File: src/rtl/issue_select_pkg.sv
// Shared scheduler sizing and row/FU typedefs for the issue select stage.
package issue_select_pkg;

    localparam int SCHED_ROWS   = 8;
    localparam int NUM_FU_TYPES = 4;

    typedef logic [$clog2(SCHED_ROWS)-1:0]   sched_row_t;
    typedef logic [$clog2(NUM_FU_TYPES)-1:0] fu_type_t;

endpackage

File: src/rtl/issue_select_age_matrix.sv
// Relative-age tracking for scheduler rows; older[r][c] = row r allocated before row c.
module age_matrix
    import issue_select_pkg::*;
#(
    parameter int NUM_ROWS = SCHED_ROWS
) (
    input  logic                        clk,
    input  logic                        rst,
    input  logic                        clear,
    input  logic                        alloc_en,
    input  logic [$clog2(NUM_ROWS)-1:0] alloc_row,
    input  logic [NUM_ROWS-1:0]         valid,
    input  logic [NUM_ROWS-1:0]         dealloc,
    input  logic [NUM_ROWS-1:0]         cand,
    output logic [NUM_ROWS-1:0]         oldest_onehot
);

    localparam int RW = $clog2(NUM_ROWS);

    logic [NUM_ROWS-1:0][NUM_ROWS-1:0] older;

    // Alloc beats dealloc on the same row; freed rows drop their age links.
    always_ff @(posedge clk) begin
        if (rst || clear) begin
            older <= '0;
        end else begin
            for (int r = 0; r < NUM_ROWS; r++) begin
                for (int c = 0; c < NUM_ROWS; c++) begin
                    if (alloc_en && alloc_row == RW'(c) && r != c)
                        older[r][c] <= valid[r];
                    else if (alloc_en && alloc_row == RW'(r))
                        older[r][c] <= 1'b0;
                    else if (dealloc[r] || dealloc[c])
                        older[r][c] <= 1'b0;
                end
            end
        end
    end

    always_comb begin
        oldest_onehot = '0;
        for (int r = 0; r < NUM_ROWS; r++) begin
            oldest_onehot[r] = cand[r];
            for (int c = 0; c < NUM_ROWS; c++)
                if (cand[c] && older[c][r]) oldest_onehot[r] = 1'b0;
        end
    end

endmodule

File: src/rtl/issue_select.sv
// Oldest-first single-issue select with a registered issue/free output stage.
module issue_select
    import issue_select_pkg::*;
#(
    parameter int NUM_ROWS = SCHED_ROWS,
    parameter int NUM_FUS  = NUM_FU_TYPES
) (
    input  logic                        clk,
    input  logic                        rst,
    input  logic                        alloc_en,
    input  logic [$clog2(NUM_ROWS)-1:0] alloc_row,
    input  logic [$clog2(NUM_FUS)-1:0]  alloc_fu,
    input  logic [NUM_ROWS-1:0]         request_vector,
    input  logic [NUM_FUS-1:0]          fu_busy,
    input  logic                        flush,
    input  logic                        issue_ready,
    output logic                        issue_valid,
    output logic [$clog2(NUM_ROWS)-1:0] issue_row,
    output logic [$clog2(NUM_FUS)-1:0]  issue_fu,
    output logic                        free_en,
    output logic [$clog2(NUM_ROWS)-1:0] free_row_index,
    output logic [$clog2(NUM_ROWS):0]   occupancy
);

    localparam int RW = $clog2(NUM_ROWS);
    localparam int FW = $clog2(NUM_FUS);
    localparam int OW = RW + 1;

    logic [NUM_ROWS-1:0]         valid_q, valid_d, cand, oldest, grant;
    logic [NUM_ROWS-1:0][FW-1:0] fu_q;
    logic                        sel_en;
    logic [RW-1:0]               win_row;
    logic [OW-1:0]               occ_d;

    always_comb begin
        cand = '0;
        for (int r = 0; r < NUM_ROWS; r++)
            cand[r] = valid_q[r] & request_vector[r] & ~fu_busy[fu_q[r]];
    end

    age_matrix #(.NUM_ROWS(NUM_ROWS)) u_age (
        .clk          (clk),
        .rst          (rst),
        .clear        (flush),
        .alloc_en     (alloc_en),
        .alloc_row    (alloc_row),
        .valid        (valid_q),
        .dealloc      (grant),
        .cand         (cand),
        .oldest_onehot(oldest)
    );

    // Selection only when the output register is empty or drains this cycle.
    always_comb begin
        sel_en  = !issue_valid || issue_ready;
        grant   = sel_en ? oldest : '0;
        win_row = '0;
        for (int r = 0; r < NUM_ROWS; r++)
            if (grant[r]) win_row = RW'(r);
        valid_d = valid_q & ~grant;
        if (alloc_en) valid_d[alloc_row] = 1'b1;
        occ_d = '0;
        for (int r = 0; r < NUM_ROWS; r++)
            occ_d = occ_d + OW'(valid_d[r]);
    end

    always_ff @(posedge clk) begin
        if (rst) begin
            valid_q        <= '0;
            fu_q           <= '0;
            issue_valid    <= 1'b0;
            issue_row      <= '0;
            issue_fu       <= '0;
            free_en        <= 1'b0;
            free_row_index <= '0;
            occupancy      <= '0;
        end else if (flush) begin
            valid_q     <= '0;
            issue_valid <= 1'b0;
            free_en     <= 1'b0;
            occupancy   <= '0;
        end else begin
            valid_q   <= valid_d;
            occupancy <= occ_d;
            free_en   <= 1'b0;
            if (alloc_en) fu_q[alloc_row] <= alloc_fu;
            if (sel_en) begin
                issue_valid <= |grant;
                if (|grant) begin
                    issue_row      <= win_row;
                    issue_fu       <= fu_q[win_row];
                    free_en        <= 1'b1;
                    free_row_index <= win_row;
                end
            end
        end
    end

    // Allocating over a live row (including one being selected) is protocol misuse.
    always_ff @(posedge clk) begin
        if (!rst && !flush && alloc_en) begin
            assert (!valid_q[alloc_row]);
            assert (!grant[alloc_row]);
        end
    end

endmodule

File: config.mk
export PLATFORM = sky130hd
export DESIGN_NAME = issue_select
export DESIGN_NICKNAME = d
export VERILOG_FILES = /design/src/rtl/issue_select_pkg.sv /design/src/rtl/issue_select_age_matrix.sv /design/src/rtl/issue_select.sv
export SDC_FILE = /design/constraint.sdc
export NUM_CORES = 1
export LEC_CHECK = 0
export BUFFER_PORTS_ARGS = -buffer_cell sky130_fd_sc_hd__buf_2
export CORE_UTILIZATION = 45
export DETAILED_ROUTE_END_ITERATION = 8
export PLACE_DENSITY_LB_ADDON = 0.2
export SYNTH_ARGS = -nofsm -noshare
export SYNTH_HDL_FRONTEND = slang
export SYNTH_SLANG_ARGS = --single-unit
File: constraint.sdc
create_clock -name clk -period 6.3 [get_ports clk]
set_clock_uncertainty 0.1 [all_clocks]
set_input_delay 1.26 -clock clk [delete_from_list [all_inputs] [get_ports clk]]
set_output_delay 1.26 -clock clk [all_outputs]
set_load 0.05 [all_outputs]
### Yosys cells after proc, flatten, opt, wreduce, memory -nomap -nowiden

Cells that the tools add are included.

* register bits: 91
* bits in latches: 0
* RAM bits: 0
* memory bits (read-only): 0
* output and inout bits: 14
* word-level logic and storage cells: 483
* memories kept: 0

* add/sub/neg operators: 7
* $mul: 0
* div/mod/pow operators: 0
* $lt $le $gt $ge: 11
* equal/unequal tests: 7
* shifts and indexed selects: 0
* multiplexer cells: 229
* bitwise logic cells: 29
* reduce and logical (&&, ||, !) cells: 130

Operators by type and width (number)
* $mux W1: 207
* $reduce_bool A3 Y1: 28
* $logic_and A1 B1 Y1: 65
* $logic_or A1 B1 Y1: 30
* $lt A2 B3 Y1 const B: 8
* $mux W3: 6
* $add A4 B1 Y4: 4
* $and A1 B1 Y1: 16
* $bmux W1 S2: 8
* $bwmux W16: 1
* $mux W8: 2
* $eq A3 B3 Y1 const B: 4
* $not A1 Y1: 10
* $and A8 B8 Y8: 1
* $lt A3 B4 Y1 const B: 2
* $not A8 Y8: 1
* $or A8 B8 Y8: 1
* $reduce_or A8 Y1: 1
* $bmux W2 S3: 1
* $demux W2 S3: 1
* $eq A3 B2 Y1 const B: 2
* $add A3 B1 Y4: 1
* $mux W2: 2
* $add A2 B1 Y3: 1
* other kinds (10): 10

### Longest topological paths before layout

* word-level depth: 24
* gate-level depth with buffers: 18
* gate-level depth less buffers: 17

### Cells and area by module

Synthesis repeated with hierarchy kept, for this count alone.

* cells, all modules: 555
* area total of the unflattened synthesis: 4853.4 um2

By module, submodules not included
* age_matrix: times used 1, cells an instance 301, area an instance 2766.4 um2, seq. area each 1121.1 um2
* issue_select: times used 1, cells an instance 254, area an instance 2087.0 um2, seq. area each 700.7 um2

### Worst setup path after synthesis

OpenSTA, ideal clock, no wires.

* path type: input port to flip-flop
* from: input fu_busy[0]
* to: register occupancy[2]
* setup time: 0.128 ns
* data arrival time: 4.608 ns
* required time: 6.072 ns
* slack: 1.464 ns
* stages: 15
* buffers on the path: 0
* cells stage by stage: mux2_4 o22a_1 a211oi_1 nand4_1 a21o_1 fa_1 inv_1 fa_1 fa_1 inv_1 ha_1 inv_1 fa_1 xor2_1 nor2_1

* elaborated cells on any way between the ends: 156

RTL lines
* start: declaration: line issue_select.sv:14 `input logic [NUM_FUS-1:0] fu_busy,`
* $bmux W1 S2: line issue_select.sv:38 `cand[r] = valid_q[r] & request_vector[r] & ~fu_busy[fu_q[r]];`
* $mux W1 (implied by the code): line issue_select.sv:38
* $not A1 Y1: line issue_select.sv:38
* $and A1 B1 Y1: line issue_select.sv:38
* $logic_and A1 B1 Y1: line issue_select_age_matrix.sv:45 `if (cand[c] && older[c][r]) oldest_onehot[r] = 1'b0;`
* $mux W1 (6 in a row): line issue_select_age_matrix.sv:45
* $mux W1 (*): line issue_select_age_matrix.sv:45
* $mux W8 (*): line issue_select.sv:56 `grant = sel_en ? oldest : '0;`
* $not A8 Y8 (*): line issue_select.sv:60 `valid_d = valid_q & ~grant;`
* $and A8 B8 Y8 (*): line issue_select.sv:60
* $or A8 B8 Y8 (no line)
* $mux W8 (*): line issue_select.sv:61 `if (alloc_en) valid_d[alloc_row] = 1'b1;`
* named net valid_d[3]: line issue_select.sv:29 `logic [NUM_ROWS-1:0] valid_q, valid_d, cand, oldest, grant;`
* $add A3 B1 Y4 (*): line issue_select.sv:64 `occ_d = occ_d + OW'(valid_d[r]);`
* $add A4 B1 Y4 (*) (4 in a row): line issue_select.sv:64
* end signal: assignment: line issue_select.sv:76 `occupancy <= '0;`
* end signal: assignment: line issue_select.sv:81 `occupancy <= '0;`
* end signal: assignment: line issue_select.sv:84 `occupancy <= occ_d;`
* end: declaration: line issue_select.sv:22 `output logic [$clog2(NUM_ROWS):0] occupancy`

Mark *: on every way through the listed nets, which the timed path passes. The rest lies on a longest branch. The select of a mux whose other input is x is not followed.
A chain may end at the register's enable or synchronous reset.

### Final worst setup path

Same ends and word-level chain as after synthesis.

==> results.cfg <==
[run_status]
status = finished clean

[final_layout]
final_nets = 581
multi_input_area_sq_mm = 0.00256
fill_cells = 953
regArea_sq_mm = 0.00182
antenna_cells = 0
drive_above_1_share_pct = 17.1
area_growth_pct = 10.3

[job]
drv_cap = 0

[logic_synthesis]
synth.avg_cell_area_sq_um = 8.68
syn_nets = 557
ys_warn_count = 0
synth_top_area_share_pct = 39.8
yosysMostFrequentCell = nor2_1
synth-edff-count = 0
ys_seq_elements = 91
synth.distinct_cells = 59
synthArstFlopShare_pct = 0
yosys-top-cells-area = dfxtp_1 40%, a22oi_1 9.5%, nor2_1 9.2%
yosysTopAreaCell = dfxtp_1
synth_common_cells = 112 x nor2_1, 91 x dfxtp_1, 58 x a22oi_1
synth.yosys.seq_area_share_pct = 39.8
synthesis.area_sq_mm = 0.00458
ys.flop_type = dfxtp_1
syn-instance-count = 528

[sta]
setup_viol_count_final = 0
hold_viol_final = 0
drv_slew = 0
maxSlewHeadroom_pct = 38.4
max_freq_mhz = 200
period_share_pct = 79.4
holdWs_ns = 0.380
rsz0062_at_grt = no
fin_setup_tns_ns = 0
tightest_slew_ns = 0.917
final.min_clock_period_ns = 5.00

[setup_path]
path_cells = buf_2, mux2_4, o22a_1, a211oi_1, nand4_1, a21o_1, fa_1, inv_1, fa_1, fa_1, inv_1, ha_1, inv_1, fa_1, xor2_1, nor2_1
start_kind = input pin
cpPeakStageDelay_ns = 0.50
critPathRequiredTime_ns = 6.43
worstPathArrival_ns = 5.13
cp_top_family = adder cells
crit_fanout = 8
cp_common_cell = fa_1
critical_path_class = input pin to flop
cp_num_buf_inv = 4
worst_setup_path_end_kind = flop
slowest_stage = fa_1

[die]
num_io_pins = 36
die_y_microns = 103
die_w_microns = 103
coreArea_sq_mm = 0.00982
fp-row-count = 36
dieArea_sq_mm = 0.0106
start_util_pct = 46.7

[drt]
routed_wl_microns = 14900
viasPerCell = 6.26
ant_nets = 0
first_pass_iters = 5
via_count = 4318
drtIter0Drc = 492
wl_per_cell_microns = 21.7
drcViolationCount = 0

[placed_design]
hpwl_microns = 10400
numPortBuffers = 35
gp_congestion = 0.909

[global_routing]
grt_pass1_wl_microns = 22300
gr-usage-all-layers_pct = 28.8
antenna_found_initial = 0
grt_max_degree = 70
gr-total-overflow = 0
grt_pass1_vias = 3960

[pwr]
peakVddDrop_mv = 0.0994
cellPowerDensity_mw_per_mm2 = 217
power_leakage_nw = 1.77

[clocking]
cts_max_level = 3
root_buffer = clkbuf_8
cts_hold_buf = 0
path_clk_slew_ns = 0.08
cts_resized = 0
clock_sink_count = 91
cts-buffers-inserted = 9
clk_latency_ns = 0.38
postCtsSetupRepairBufs = 0
cts_max_path_buffers = 2
tritoncts = done

[worst_hold_path]
min_path_type = flop to flop
[through the flow]
stage          cell area (sq um)  power, mW  instances  utilization [%]  setup slack [ns]
2_1_floorplan               4580      0.658        528                -              1.46
3_3_place_gp                4850      0.690        674             49.4             0.974
3_5_place_dp                4850      0.691        674             49.4             0.976
4_1_cts                     5060       1.10        690             51.5              1.33
5_1_grt                     5060       1.13        690             51.5              1.12
6_report                    5060       1.09        690             51.5              1.30
[worst reg2reg max path: stages, from the launching register on]
cell	delay (ns)
dfxtp_1	0.48
and3b_1	0.29
a22o_1	0.40
a22oi_1	0.24
nand4_1	0.33
a21o_1	0.31
fa_1	0.50
inv_1	0.05
fa_1	0.49
fa_1	0.41
inv_1	0.07
ha_1	0.16
inv_1	0.06
fa_1	0.37
xor2_1	0.14
nor2_1	0.05
[metal layers]
metal	track usage (%)	vias to the layer above	wire length [microns]
met4	14.5	0	624
met2	46.5	266	6900
met5	0	-	0
li1	-	1960	-
met1	37.3	2042	6120
met3	4.75	50	1310
[area by class of cell]
| class | instances | area share (%) |
|---|---|---|
| Clock inverter | 3 | 0.916 |
| Timing Repair Buffer | 47 | 5.25 |
| Inverter | 9 | 0.668 |
| Clock buffer | 13 | 3.14 |
| Tap cell | 133 | 3.29 |
| Multi-Input combinational cell | 394 | 50.7 |
| Sequential cell | 91 | 36.0 |
[cell usage in the layout (no fill, tap or decap), types with 3 or more instances in the layout]
cell        n
a21oi_1    23
a22o_1      3
a22oi_1    58
a32oi_1     6
buf_2      35
buf_4      12
clkbuf_8   11
dfxtp_1    91
fa_1        4
ha_1        3
inv_1       9
mux2_2     12
mux2_4      4
mux2i_1    17
nand2_1    37
nand2b_1    6
nand3_1    11
nand3b_1    8
nand4_1    10
nor2_1    112
nor2b_1     7
nor3_1     11
o211a_1     3
o21ai_0    11
o22ai_2     4
o22ai_4     3
or2_1       3
[final timing paths]
path / to / cells after the start / from / slack (ns)
setup / recovery: occupancy[2] / 16 / fu_busy[0] / 1.30
hold / removal: free_row_index[2] / 2 / free_row_index[2] / 0.38
setup reg to reg: occupancy[2] / 15 / valid_q[2] / 1.71
hold reg to reg: free_row_index[2] / 2 / free_row_index[2] / 0.38
[cells by family (layout without fill, tap and decap cells)]
family / count (synthesis) / in the layout / synth area share, %
XOR/XNOR: 1 / 1 / 0.191
flip-flops: 91 / 91 / 39.8
multiplexers: 34 / 34 / 8.22
AND/OR/NAND/NOR: 219 / 219 / 21.8
adder cells (fa/ha/maj): 7 / 7 / 2.57
AO/OA/AOI/OAI: 133 / 133 / 23.2
buffers and inverters: 43 / 72 / 4.29
[power by group]
group / total [mW] / switching, mW / internal (mW)
combinational: 0.0971 / 0.0677 / 0.0293
sequential: 0.583 / 0.00424 / 0.579
clock: 0.415 / 0.208 / 0.206
[flip-flops by register name, indices dropped and copies added, names as in the netlist]
signal	flops
free_en	1
free_row_index	3
fu_q	16
issue_fu	2
issue_valid	1
occupancy	4
u_age.older	56
valid_q	8
Note: power is estimated with default switching activity, not from simulation.
